**src/rtl/treasure_color_detect.sv**
```systemverilog
// Counts red/blue RGB332 pixels inside a fixed window and classifies each frame at VSYNC.
// Optional `DEBOUNCE_EN: RESULT only changes after DEB_FRAMES consecutive agreeing frames.
module treasure_color_detect #(
    parameter logic [9:0] X_MIN      = 10'd40,
    parameter logic [9:0] X_MAX      = 10'd136,
    parameter logic [9:0] Y_MIN      = 10'd20,
    parameter logic [9:0] Y_MAX      = 10'd124,
    parameter int         CNT_W      = 14,
    parameter int         THRESH     = 100,
    parameter int         DEB_FRAMES = 3
) (
    input  logic             PCLK,
    input  logic             RESET,
    input  logic             VSYNC,
    input  logic             W_EN,
    input  logic [9:0]       X,
    input  logic [9:0]       Y,
    input  logic [7:0]       PIXEL_COLOR,
    output logic [1:0]       RESULT,
    output logic             RESULT_VALID,
    output logic [CNT_W-1:0] RED_COUNT,
    output logic [CNT_W-1:0] BLUE_COUNT
);

    typedef enum logic [1:0] {S_IDLE, S_ACCUM, S_DECIDE} state_t;

    localparam logic [CNT_W-1:0] THRESH_C = CNT_W'(THRESH);
    localparam logic [1:0] CLS_NONE = 2'b00;
    localparam logic [1:0] CLS_RED  = 2'b01;
    localparam logic [1:0] CLS_BLUE = 2'b10;

    state_t           state_q, state_d;
    logic             vsync_q;
    logic [CNT_W-1:0] red_acc_q, red_acc_d, blue_acc_q, blue_acc_d;
    logic [CNT_W-1:0] red_count_q, red_count_d, blue_count_q, blue_count_d;
    logic [1:0]       result_q, result_d;
    logic             valid_q, valid_d;

    logic             vsync_edge, in_win, px_red, px_blue;
    logic [2:0]       r_val, g_val;
    logic [1:0]       b_val;
    logic [1:0]       decision, deb_result;

    always_comb begin
        vsync_edge = VSYNC & ~vsync_q;
        in_win     = (X >= X_MIN) && (X < X_MAX) && (Y >= Y_MIN) && (Y < Y_MAX);
        r_val      = PIXEL_COLOR[7:5];
        g_val      = PIXEL_COLOR[4:2];
        b_val      = PIXEL_COLOR[1:0];
        px_red     = W_EN && in_win && (r_val >= 3'd5) && (g_val <= 3'd2) && (b_val <= 2'd1);
        px_blue    = W_EN && in_win && (b_val >= 2'd2) && (r_val <= 3'd2) && (g_val <= 3'd3);
    end

    // Ties and sub-threshold counts both fall through to NONE.
    always_comb begin
        decision = CLS_NONE;
        if (red_count_q >= THRESH_C && red_count_q > blue_count_q) begin
            decision = CLS_RED;
        end else if (blue_count_q >= THRESH_C && blue_count_q > red_count_q) begin
            decision = CLS_BLUE;
        end
    end

`ifdef DEBOUNCE_EN
    logic [1:0] cand_q, cand_d;
    logic [2:0] agree_q, agree_d;

    always_comb begin
        cand_d     = cand_q;
        agree_d    = agree_q;
        deb_result = result_q;
        if (state_q == S_DECIDE) begin
            if (decision != cand_q) begin
                cand_d  = decision;
                agree_d = 3'd1;
            end else if (agree_q != 3'd7) begin
                agree_d = agree_q + 3'd1;
            end
            if (agree_d >= 3'(DEB_FRAMES)) begin
                deb_result = cand_d;
            end
        end
    end

    always_ff @(posedge PCLK or posedge RESET) begin
        if (RESET) begin
            cand_q  <= CLS_NONE;
            agree_q <= 3'd0;
        end else begin
            cand_q  <= cand_d;
            agree_q <= agree_d;
        end
    end
`else
    assign deb_result = decision;
`endif

    always_comb begin
        state_d      = state_q;
        red_acc_d    = red_acc_q;
        blue_acc_d   = blue_acc_q;
        red_count_d  = red_count_q;
        blue_count_d = blue_count_q;
        result_d     = result_q;
        valid_d      = 1'b0;
        // Counters saturate at all-ones rather than wrapping.
        if (px_red && red_acc_q != '1) begin
            red_acc_d = red_acc_q + CNT_W'(1);
        end
        if (px_blue && blue_acc_q != '1) begin
            blue_acc_d = blue_acc_q + CNT_W'(1);
        end
        case (state_q)
            S_IDLE: begin
                red_acc_d  = '0;
                blue_acc_d = '0;
                if (vsync_edge) begin
                    state_d = S_ACCUM;
                end
            end
            S_ACCUM: begin
                if (vsync_edge) begin
                    red_count_d  = red_acc_q;
                    blue_count_d = blue_acc_q;
                    red_acc_d    = '0;
                    blue_acc_d   = '0;
                    state_d      = S_DECIDE;
                end
            end
            S_DECIDE: begin
                result_d = deb_result;
                valid_d  = 1'b1;
                state_d  = S_ACCUM;
            end
            default: begin
                state_d = S_IDLE;
            end
        endcase
    end

    always_ff @(posedge PCLK or posedge RESET) begin
        if (RESET) begin
            state_q      <= S_IDLE;
            vsync_q      <= 1'b0;
            red_acc_q    <= '0;
            blue_acc_q   <= '0;
            red_count_q  <= '0;
            blue_count_q <= '0;
            result_q     <= CLS_NONE;
            valid_q      <= 1'b0;
        end else begin
            state_q      <= state_d;
            vsync_q      <= VSYNC;
            red_acc_q    <= red_acc_d;
            blue_acc_q   <= blue_acc_d;
            red_count_q  <= red_count_d;
            blue_count_q <= blue_count_d;
            result_q     <= result_d;
            valid_q      <= valid_d;
        end
    end

    assign RESULT       = result_q;
    assign RESULT_VALID = valid_q;
    assign RED_COUNT    = red_count_q;
    assign BLUE_COUNT   = blue_count_q;

endmodule

```
**config.mk**
```make
export PLATFORM = sky130hd
export DESIGN_NAME = treasure_color_detect
export DESIGN_NICKNAME = d
export VERILOG_FILES = /design/src/rtl/treasure_color_detect.sv
export SDC_FILE = /design/constraint.sdc
export NUM_CORES = 1
export LEC_CHECK = 0
export CAP_MARGIN = 20
export CORE_MARGIN = 2
export CORE_UTILIZATION = 56
export DETAILED_ROUTE_END_ITERATION = 10
export PLACE_DENSITY = 0.85
export SETUP_SLACK_MARGIN = 0.2
export SLEW_MARGIN = 0
export SYNTH_ARGS = -nofsm -noshare
export SYNTH_HDL_FRONTEND = slang
export SYNTH_SLANG_ARGS = --single-unit
export TNS_END_PERCENT = 30
```
**constraint.sdc**
```tcl
create_clock -name PCLK -period 3.3 [get_ports PCLK]
set_input_delay 0.99 -clock PCLK [delete_from_list [all_inputs] [get_ports PCLK]]
set_output_delay 0.99 -clock PCLK [all_outputs]
set_load 0.01 [all_outputs]
```
==> flow_summary.json, run 1 <==
{
  "crit_required_ps": 3560,
  "fp-row-count": 28,
  "r2r-start": "red_acc_q[0]",
  "mostFrequentLayoutCell": "dfrtp_1",
  "pwr-share-seq": 0.488,
  "netlist_instances": 340,
  "ys_ff_latch": 62,
  "synth-edff-count": 0,
  "critPathSlowestCell": "or4_1",
  "max_freq_mhz": 333,
  "hold_end": "RESULT[0]",
  "clk_latency_ps": 340,
  "ioPinCount": 63,
  "drive_gt1_frac": 0.104,
  "htree_levels": 3,
  "crit_path_end_kind": "register",
  "syn_area_mm2": 0.00336,
  "comb_power_share": 0.175,
  "setup_viol": 0,
  "cts_tree": "built",
  "hold_depth": 1,
  "p_sw_frac": 0.281,
  "synthFlopType": "dfrtp_1",
  "detailedPlace.worstSlack_ps": -191,
  "cp_max_fo": 15,
  "clock-sinks": 62,
  "dieArea_mm2": 0.00664,
  "p_leak_nw": 1.75,
  "grt_setup_unrepaired": "no",
  "drtAntennaViolNets": 0,
  "grt_pass1_wl_um": 13200,
  "slowest_delay_ps": 470,
  "drtPass1Iterations": 4,
  "first_iter_violations": 234,
  "mostFrequentLayoutCells": "62 x dfrtp_1, 56 x clkdlybuf4s50_1, 30 x nand2_1, 24 x a21oi_1, 19 x inv_1",
  "hold_viol_final": 0,
  "wl_met2_um": 3870,
  "grt_util_all_layers": 0.266,
  "hold_path_startpoint": "RESULT[0]",
  "reg2reg_depth": 7,
  "skew_ps": 6.55,
  "p_sw_w": 0.000462,
  "critPathArrivalTime_ps": 3270,
  "final_cell_area_mm2": 0.00419,
  "crit_top_cell": "buf_4",
  "insertedDiodeCount": 0,
  "synthesis.nets": 388,
  "p_int_w": 0.00118,
  "initial_core_util": 0.574,
  "clk_pin_slew_ps": 60,
  "vias_per_cell": 6.24,
  "r2r_setup_slack_ps": 980,
  "worst_setup_path_start_kind": "input port",
  "clock_path_buffers": 2,
  "grt_max_degree": 33,
  "fin_ws_ps": 293,
  "place_congestion": 0.877,
  "wl_um": 7980,
  "die-width_um": 81.5,
  "antenna_found_initial": 0,
  "stdcell_count": 477,
  "maxCapViolCount": 0,
  "power.density_mw_per_mm2": 392,
  "slew_viol_final": 0,
  "seq_area_frac_synth": 0.462,
  "path_cells": "clkdlybuf4s50_1, o41a_1, a2111oi_4, buf_4, nand3_1, buf_4, or4_1, a21oi_1",
  "grt_pass1_vias": 2781,
  "critical_path_class": "input port to register",
  "fin_crit_sh": 0.911,
  "tightest_slew_ps": 782,
  "r2r-end": "red_acc_q[8]",
  "dr_wl_met3_um": 533,
  "status": "complete, no violations",
  "area_growth_pct": 24.7,
  "nets": 447,
  "fin_crit_ps": 3010,
  "cts_buffers": 9,
  "drc_errors": 0,
  "wl_met1_um": 3380,
  "finalSetupTns_ps": 0,
  "fp.dieH_um": 81.5,
  "ys_warn_count": 0,
  "synthDistinctLibCells": 49,
  "root_buffer": "clkbuf_8",
  "grt.overflow.total": 0,
  "pwr-share-clk": 0.337,
  "dpl-instance-area_mm2": 0.00402,
  "max_slew_margin": 0.475,
  "ir_drop_mv": 0.320,
  "hpwl_um": 5900,
  "wl_per_cell_um": 16.7,
  "numPortBuffers": 56,
  "dp.cells": 462,
  "topRoutingLayerUsed": "met4",
  "postSynthAreaPerCell_um2": 9.88,
  "hold_path.class": "register to register",
  "core_mm2": 0.00585,
  "async_reset_ff_frac": 1.00,
  "vias": 2978,
  "final_core_util": 0.716
}
[cell usage after synthesis (14+ instances only)]
| cell type | count | area [um^2] |
|---|---|---|
| a21oi_1 | 24 | 120 |
| clkbuf_1 | 15 | 56.3 |
| dfrtp_1 | 62 | 1550 |
| ha_1 | 16 | 200 |
| inv_1 | 20 | 75.1 |
| mux2_2 | 14 | 158 |
| nand2_1 | 30 | 113 |
| nand3_1 | 14 | 70.1 |
| o21ai_0 | 17 | 85.1 |
| o31ai_1 | 14 | 105 |
| or4_1 | 14 | 105 |
[per-stage QoR]
step	total power (W)	hold WS [ps]
after floorplan	0.000982	477
after global placement	0.00109	478
after detailed placement	0.00110	487
after CTS	0.00165	514
after global routing	0.00171	530
final	0.00164	515
[what timing repair did]
action                     CTS  global route
hold buffers                 0             0
gates resized for setup      1             0
setup endpoints to repair    4            14
buffers inserted             0             1
hold endpoints to repair     0             0
pin swaps                    0             1
[critical path: cells and delay by family]
family	cells	cell delay [ps]
AO/OA/AOI/OAI	3	940
buffers and inverters	3	800
AND/OR/NAND/NOR	2	540
[cells by family (layout without fill, tap and decap cells)]
| logic type | Yosys count | count (layout) | synth area share |
|---|---|---|---|
| flops | 62 | 62 | 0.462 |
| buf+inv | 38 | 100 | 0.0454 |
| fa+ha+maj | 16 | 16 | 0.0596 |
| compound gates | 90 | 90 | 0.184 |
| simple gates | 116 | 116 | 0.191 |
| xor+xnor | 1 | 1 | 0.00261 |
| mux | 17 | 17 | 0.0558 |
[registers in the layout, indices dropped and copies added, names as in the netlist]
name,cells
red_acc_q,14
RED_COUNT,14
vsync_q,1
BLUE_COUNT,14
state_q,2
blue_acc_q,14
RESULT,2
RESULT_VALID,1
[power by group through the flow]
| stage | logic (W) | registers, W | clock network (W) |
|---|---|---|---|
| 2_1_floorplan | 0.000166 | 0.000815 | 0 |
| 3_3_place_gp | 0.000278 | 0.000812 | 0 |
| 3_5_place_dp | 0.000289 | 0.000813 | 0 |
| 4_1_cts | 0.000289 | 0.000801 | 0.000558 |
| 5_1_grt | 0.000316 | 0.000804 | 0.000589 |
| 6_report | 0.000288 | 0.000802 | 0.000553 |
[final cells by class]
cell class | count | area [um^2]
clock buffer | 12 | 145
clock inverter | 2 | 10.0
fill | 420 | 1660
inverter | 20 | 75.1
multi-input combinational | 240 | 1670
sequential | 62 | 1550
tap | 75 | 93.8
timing repair buffer | 66 | 648
[worst max-delay path by stage]
| stage | start | endpoint | slack, ps | cells past startpoint |
|---|---|---|---|---|
| 2_1_floorplan | Y[8] | blue_acc_q[3] | 480 | 6 |
| 3_3_place_gp | Y[8] | blue_acc_q[3] | -120 | 6 |
| 3_5_place_dp | Y[8] | blue_acc_q[8] | -190 | 6 |
| 4_1_cts | Y[8] | blue_acc_q[8] | 240 | 6 |
| 5_1_grt | X[3] | red_acc_q[4] | 210 | 8 |
| 6_report | X[3] | red_acc_q[4] | 290 | 8 |
[layer usage]
metal / vias up / track usage
met1: 1431 / 0.351
li1: 1404 / -
met3: 13 / 0.0451
met2: 130 / 0.425
met5: - / 0
met4: 0 / 0.134
Note: power is estimated with default switching activity, not from simulation.
==> run 2: changes to the inputs <==
==> constraint.sdc (replaced) <==
create_clock -name PCLK -period 3.3 [get_ports PCLK]
set_input_delay 0.33 -clock PCLK [delete_from_list [all_inputs] [get_ports PCLK]]
set_output_delay 0.33 -clock PCLK [all_outputs]
set_load 0.01 [all_outputs]
==> run 2 against run 1 <==
  * Hold slack worse by 86 ps
  * Fmax rose by 20%
  * Clock skew down 0.75 ps
  * Global-route usage up 1.3 points
  * Non-clock buffer count decreased by 3
  * Via count rose by 1.7%
  * Sequential share of layout area shrank 0.18 points
  * Worst setup slack improved by 510 ps
  * Clock power increased by 33%
  * First-iteration DRC count up 26%
  * Routed wire length is 8.2% higher
  * Register-to-register slack improved by 40 ps
  * Largest cell class unchanged
  * Largest power group unchanged
==> flow_summary.json, run 2 (same netlist as run 1, synthesis figures left out) <==
{
  "drc_errors": 0,
  "place_congestion": 0.842,
  "dp.cells": 460,
  "r2r-start": "blue_acc_q[0]",
  "reg2reg_depth": 5,
  "detailedPlace.worstSlack_ps": 450,
  "ir_drop_mv": 0.272,
  "slew_viol_final": 0,
  "finalSetupTns_ps": 0,
  "status": "complete, no violations",
  "worst_hold_slack_ps": 429,
  "stdcell_count": 476,
  "hpwl_um": 6040,
  "cts_tree": "built",
  "tightest_slew_ps": 746,
  "numPortBuffers": 56,
  "clk_latency_ps": 350,
  "first_iter_violations": 296,
  "mostFrequentLayoutCells": "62 x dfrtp_1, 56 x clkdlybuf4s50_1, 30 x nand2_1, 24 x a21oi_1, 19 x inv_1",
  "cp.depth": 6,
  "r2r_setup_slack_ps": 1020,
  "die-width_um": 81.5,
  "htree_levels": 3,
  "nets": 444,
  "grt_setup_unrepaired": "no",
  "initial_core_util": 0.574,
  "fin_crit_sh": 0.756,
  "root_buffer": "clkbuf_8",
  "path_buf_inv": 1,
  "drtPass1Iterations": 5,
  "final_cell_area_mm2": 0.00421,
  "crit_family": "simple AND/OR/NAND/NOR gates",
  "critPathArrivalTime_ps": 2760,
  "area_growth_pct": 25.3,
  "dpl-instance-area_mm2": 0.00400,
  "power.density_mw_per_mm2": 434,
  "cts_buffers": 9,
  "path_cells": "clkdlybuf4s50_1, or4b_4, a2111oi_4, nand2_2, or4_1, a21oi_1",
  "max_freq_mhz": 401,
  "fin_ws_ps": 804,
  "grt_pass1_wl_um": 13700,
  "fp-row-count": 28,
  "wl_per_cell_um": 18.1,
  "fillers": 424,
  "core_mm2": 0.00585,
  "multi_input_area_mm2": 0.00166,
  "ioPinCount": 63,
  "wl_um": 8630,
  "vias": 3030,
  "fp.dieH_um": 81.5,
  "worstSetupEndpoint": "blue_acc_q[3]",
  "critPathSlowestCell": "or4_1",
  "hold_path.class": "input port to async pin",
  "insertedDiodeCount": 0,
  "crit_start": "Y[8]",
  "ctsHoldBuffers": 0,
  "vias_per_cell": 6.37,
  "dieArea_mm2": 0.00664,
  "hold_viol_final": 0,
  "drive_gt1_frac": 0.102,
  "drtAntennaViolNets": 0,
  "critical_path_class": "input port to register",
  "crit_required_ps": 3570,
  "cts_setup_buffers": 0,
  "max_slew_margin": 0.502,
  "worst_setup_path_start_kind": "input port",
  "r2r-end": "blue_acc_q[3]",
  "maxCapViolCount": 0,
  "cts_resized": 0,
  "grt_util_all_layers": 0.279,
  "antenna_found_initial": 0,
  "fin_crit_ps": 2500,
  "grt_pass1_vias": 2916,
  "crit_path_end_kind": "register",
  "clk_pin_slew_ps": 70,
  "setup_viol": 0,
  "grt.overflow.total": 0,
  "regArea_mm2": 0.00155,
  "cp_max_fo": 23,
  "clock_path_buffers": 2,
  "clock-sinks": 62,
  "slowest_delay_ps": 590,
  "mostFrequentLayoutCell": "dfrtp_1",
  "skew_ps": 5.80,
  "p_leak_nw": 1.76,
  "grt_max_degree": 44
}
## run 2: metal layers
metal | GRT usage | vias up | wire, um
li1 | - | 1405 | -
met1 | 0.341 | 1459 | 3540
met2 | 0.466 | 143 | 4290
met3 | 0.0747 | 23 | 563
met4 | 0.117 | 0 | 233
met5 | 0 | - | 0
## run 2: how the worst min path moves through the flow
stage | from | to | slack (ps) | cells after the start
6_report | RESET | RESULT_VALID | 430 | 2
3_3_place_gp | RESULT[1] | RESULT[1] | 470 | 2
4_1_cts | RESET | RESULT_VALID | 440 | 2
3_5_place_dp | RESULT[1] | RESULT[1] | 510 | 2
5_1_grt | RESET | red_acc_q[7] | 480 | 2
2_1_floorplan | VSYNC | vsync_q | 360 | 0
## run 2: where the power goes
| group | total [W] | internal, W | switching (W) | leakage (nW) |
|---|---|---|---|---|
| Clock | 0.000738 | 0.000444 | 0.000294 | 0.110 |
| Combinational | 0.000287 | 0.000112 | 0.000174 | 0.789 |
| Sequential | 0.000801 | 0.000781 | 0.0000205 | 0.859 |
| Total | 0.00183 | 0.00134 | 0.000489 | 1.76 |
## run 2: metrics by stage
stage,utilization,power (W)
3_3_place_gp,0.683,0.00109
6_report,0.720,0.00183
2_1_floorplan,-,0.000982
3_5_place_dp,0.683,0.00110
4_1_cts,0.720,0.00183
5_1_grt,0.720,0.00189
## run 2: cell type report
type                       count  share of cell area
clock buffer                  12              0.0345
clock inverter                 4              0.0166
inverter                      20              0.0178
multi-input combinational    240               0.395
sequential                    62               0.368
tap                           75              0.0223
timing repair buffer          63               0.146
==> run 3: changes to the inputs <==
--- a/config.mk
+++ b/config.mk
@@ -7,9 +7,9 @@
 export LEC_CHECK = 0
 export CAP_MARGIN = 20
 export CORE_MARGIN = 2
-export CORE_UTILIZATION = 56
+export CORE_UTILIZATION = 52
 export DETAILED_ROUTE_END_ITERATION = 10
-export PLACE_DENSITY = 0.85
+export PLACE_DENSITY = 0.8
 export SETUP_SLACK_MARGIN = 0.2
 export SLEW_MARGIN = 0
 export SYNTH_ARGS = -nofsm -noshare
==> constraint.sdc (replaced) <==
create_clock -name PCLK -period 2.3 [get_ports PCLK]
set_input_delay 0.23 -clock PCLK [delete_from_list [all_inputs] [get_ports PCLK]]
set_output_delay 0.23 -clock PCLK [all_outputs]
set_load 0.01 [all_outputs]
==> run 3 against run 2 <==
  * Register-to-register slack worse by 710 ps
  * Critical path type unchanged
  * Core utilization fell by 2.3 points
  * Largest cell class unchanged
  * Flip-flop and latch count unchanged
  * Combinational power is 46% higher
  * Critical path depth is 2 higher
  * Non-clock buffer count grew 12
  * Largest power group unchanged
==> flow_summary.json, run 3 (same netlist as run 1, synthesis figures left out) <==
{
  "first_iter_violations": 174,
  "fp.dieH_um": 84.4,
  "wl_per_cell_um": 18.2,
  "slew_viol_final": 0,
  "multi_input_area_mm2": 0.00177,
  "insertedDiodeCount": 0,
  "clock_path_buffers": 2,
  "fin_crit_ps": 2100,
  "grt_util_all_layers": 0.251,
  "ir_drop_mv": 0.549,
  "fillers": 474,
  "final_core_util": 0.697,
  "use_met2": 0.406,
  "gr-usage-met3": 0.0521,
  "cts_tree": "built",
  "numPortBuffers": 56,
  "nets": 457,
  "vias_per_cell": 6.26,
  "initial_core_util": 0.532,
  "p_leak_nw": 1.84,
  "grt_setup_unrepaired": "yes",
  "grt_max_degree": 63,
  "antenna_found_initial": 1,
  "regArea_mm2": 0.00155,
  "fp-row-count": 29,
  "power.density_mw_per_mm2": 550,
  "drtPass1Iterations": 4,
  "grt_pass1_wl_um": 14100,
  "grt.overflow.total": 0,
  "fin_crit_sh": 0.913,
  "crit_path_end_kind": "register",
  "grt_pass1_vias": 2843,
  "critical_path_class": "input port to register",
  "mostFrequentLayoutCells": "62 x dfrtp_1, 48 x clkdlybuf4s50_1, 30 x nand2_1, 21 x a21oi_1, 19 x inv_1",
  "ioPinCount": 63,
  "area_growth_pct": 30.9,
  "drive_gt1_frac": 0.164,
  "worst_setup_path_start_kind": "input port",
  "vias": 3072,
  "place_congestion": 0.881,
  "cp_max_fo": 5,
  "drtAntennaViolNets": 0,
  "hpwl_um": 5950,
  "core_mm2": 0.00631,
  "crit_required_ps": 2570,
  "wl_um": 8950,
  "clock-sinks": 62,
  "gr-usage-met1": 0.340,
  "hold_path.class": "input port to async pin",
  "busiest_layer": "met2",
  "ctsHoldBuffers": 0,
  "drc_errors": 0,
  "clk_pin_slew_ps": 70,
  "cts_buffers": 9,
  "htree_levels": 3,
  "critPathArrivalTime_ps": 2370,
  "max_slew_margin": 0.672,
  "setup_viol": 0,
  "die-width_um": 84.4,
  "tightest_slew_ps": 493,
  "fin_ws_ps": 201,
  "skew_ps": 7.64,
  "mostFrequentLayoutCell": "dfrtp_1",
  "status": "complete, no violations",
  "detailedPlace.worstSlack_ps": -382,
  "dieArea_mm2": 0.00712,
  "clk_latency_ps": 340,
  "maxCapViolCount": 0,
  "hold_viol_final": 0,
  "root_buffer": "clkbuf_8",
  "max_freq_mhz": 476
}
[run 3: cell type report]
cell class | instances | area share
Clock buffer | 10 | 0.0313
Clock inverter | 6 | 0.00853
Inverter | 20 | 0.0171
Multi-Input combinational cell | 241 | 0.401
Sequential cell | 62 | 0.353
Tap cell | 77 | 0.0219
Timing Repair Buffer | 75 | 0.167
[run 3: per-layer routing]
metal / up-vias / part of all wire
met3: 23 / 0.062
met4: 2 / 0.020
met1: 1491 / 0.42
met5: - / 0.0015
met2: 134 / 0.49
li1: 1422 / -
[run 3: what timing repair did]
| action | in CTS | in global routing |
|---|---|---|
| pin swaps | 21 | 10 |
| gates cloned | 2 | 0 |
| setup endpoints to repair | 20 | 16 |
| setup buffers | 1 | 3 |
| resized for setup | 20 | 13 |
[run 3: report_power, final]
group,total [W],internal [W],switching (W)
Clock,0.000857,0.000414,0.000443
Combinational,0.000419,0.000170,0.000249
Sequential,0.00115,0.00112,0.0000269
Total,0.00242,0.00170,0.000719
[run 3: path summary, 6_finish.rpt]
path,start,end,slack [ps],cells after the start
max in group asynchronous,RESET,BLUE_COUNT[11],1770,3
min,RESET,RESULT_VALID,250,3
min in group PCLK,VSYNC,vsync_q,360,1
max,X[3],red_acc_q[3],200,8
min reg2reg,RESULT[1],RESULT[1],500,2
max reg2reg,red_acc_q[1],red_acc_q[7],310,8
[run 3: through the flow]
stage                     instance area [um^2]  instances  hold slack [ps]  setup TNS (ps)  total power, W
after floorplan                           3360        340              261               0         0.00141
after global placement                    4080        469              465           -5190         0.00157
after detailed placement                  4080        469              484           -6370         0.00158
after CTS                                 4320        488              275               0         0.00242
after global routing                      4400        491              314               0         0.00252
final                                     4400        491              254               0         0.00242
[run 3: worst max-delay path, stage by stage]
cell and delay (ps):
dlygate4sd2_1 240, o41a_1 440, a2111oi_4 430, nand3_2 160
buf_6 160, buf_6 120, or4_1 460, a21oi_1 130
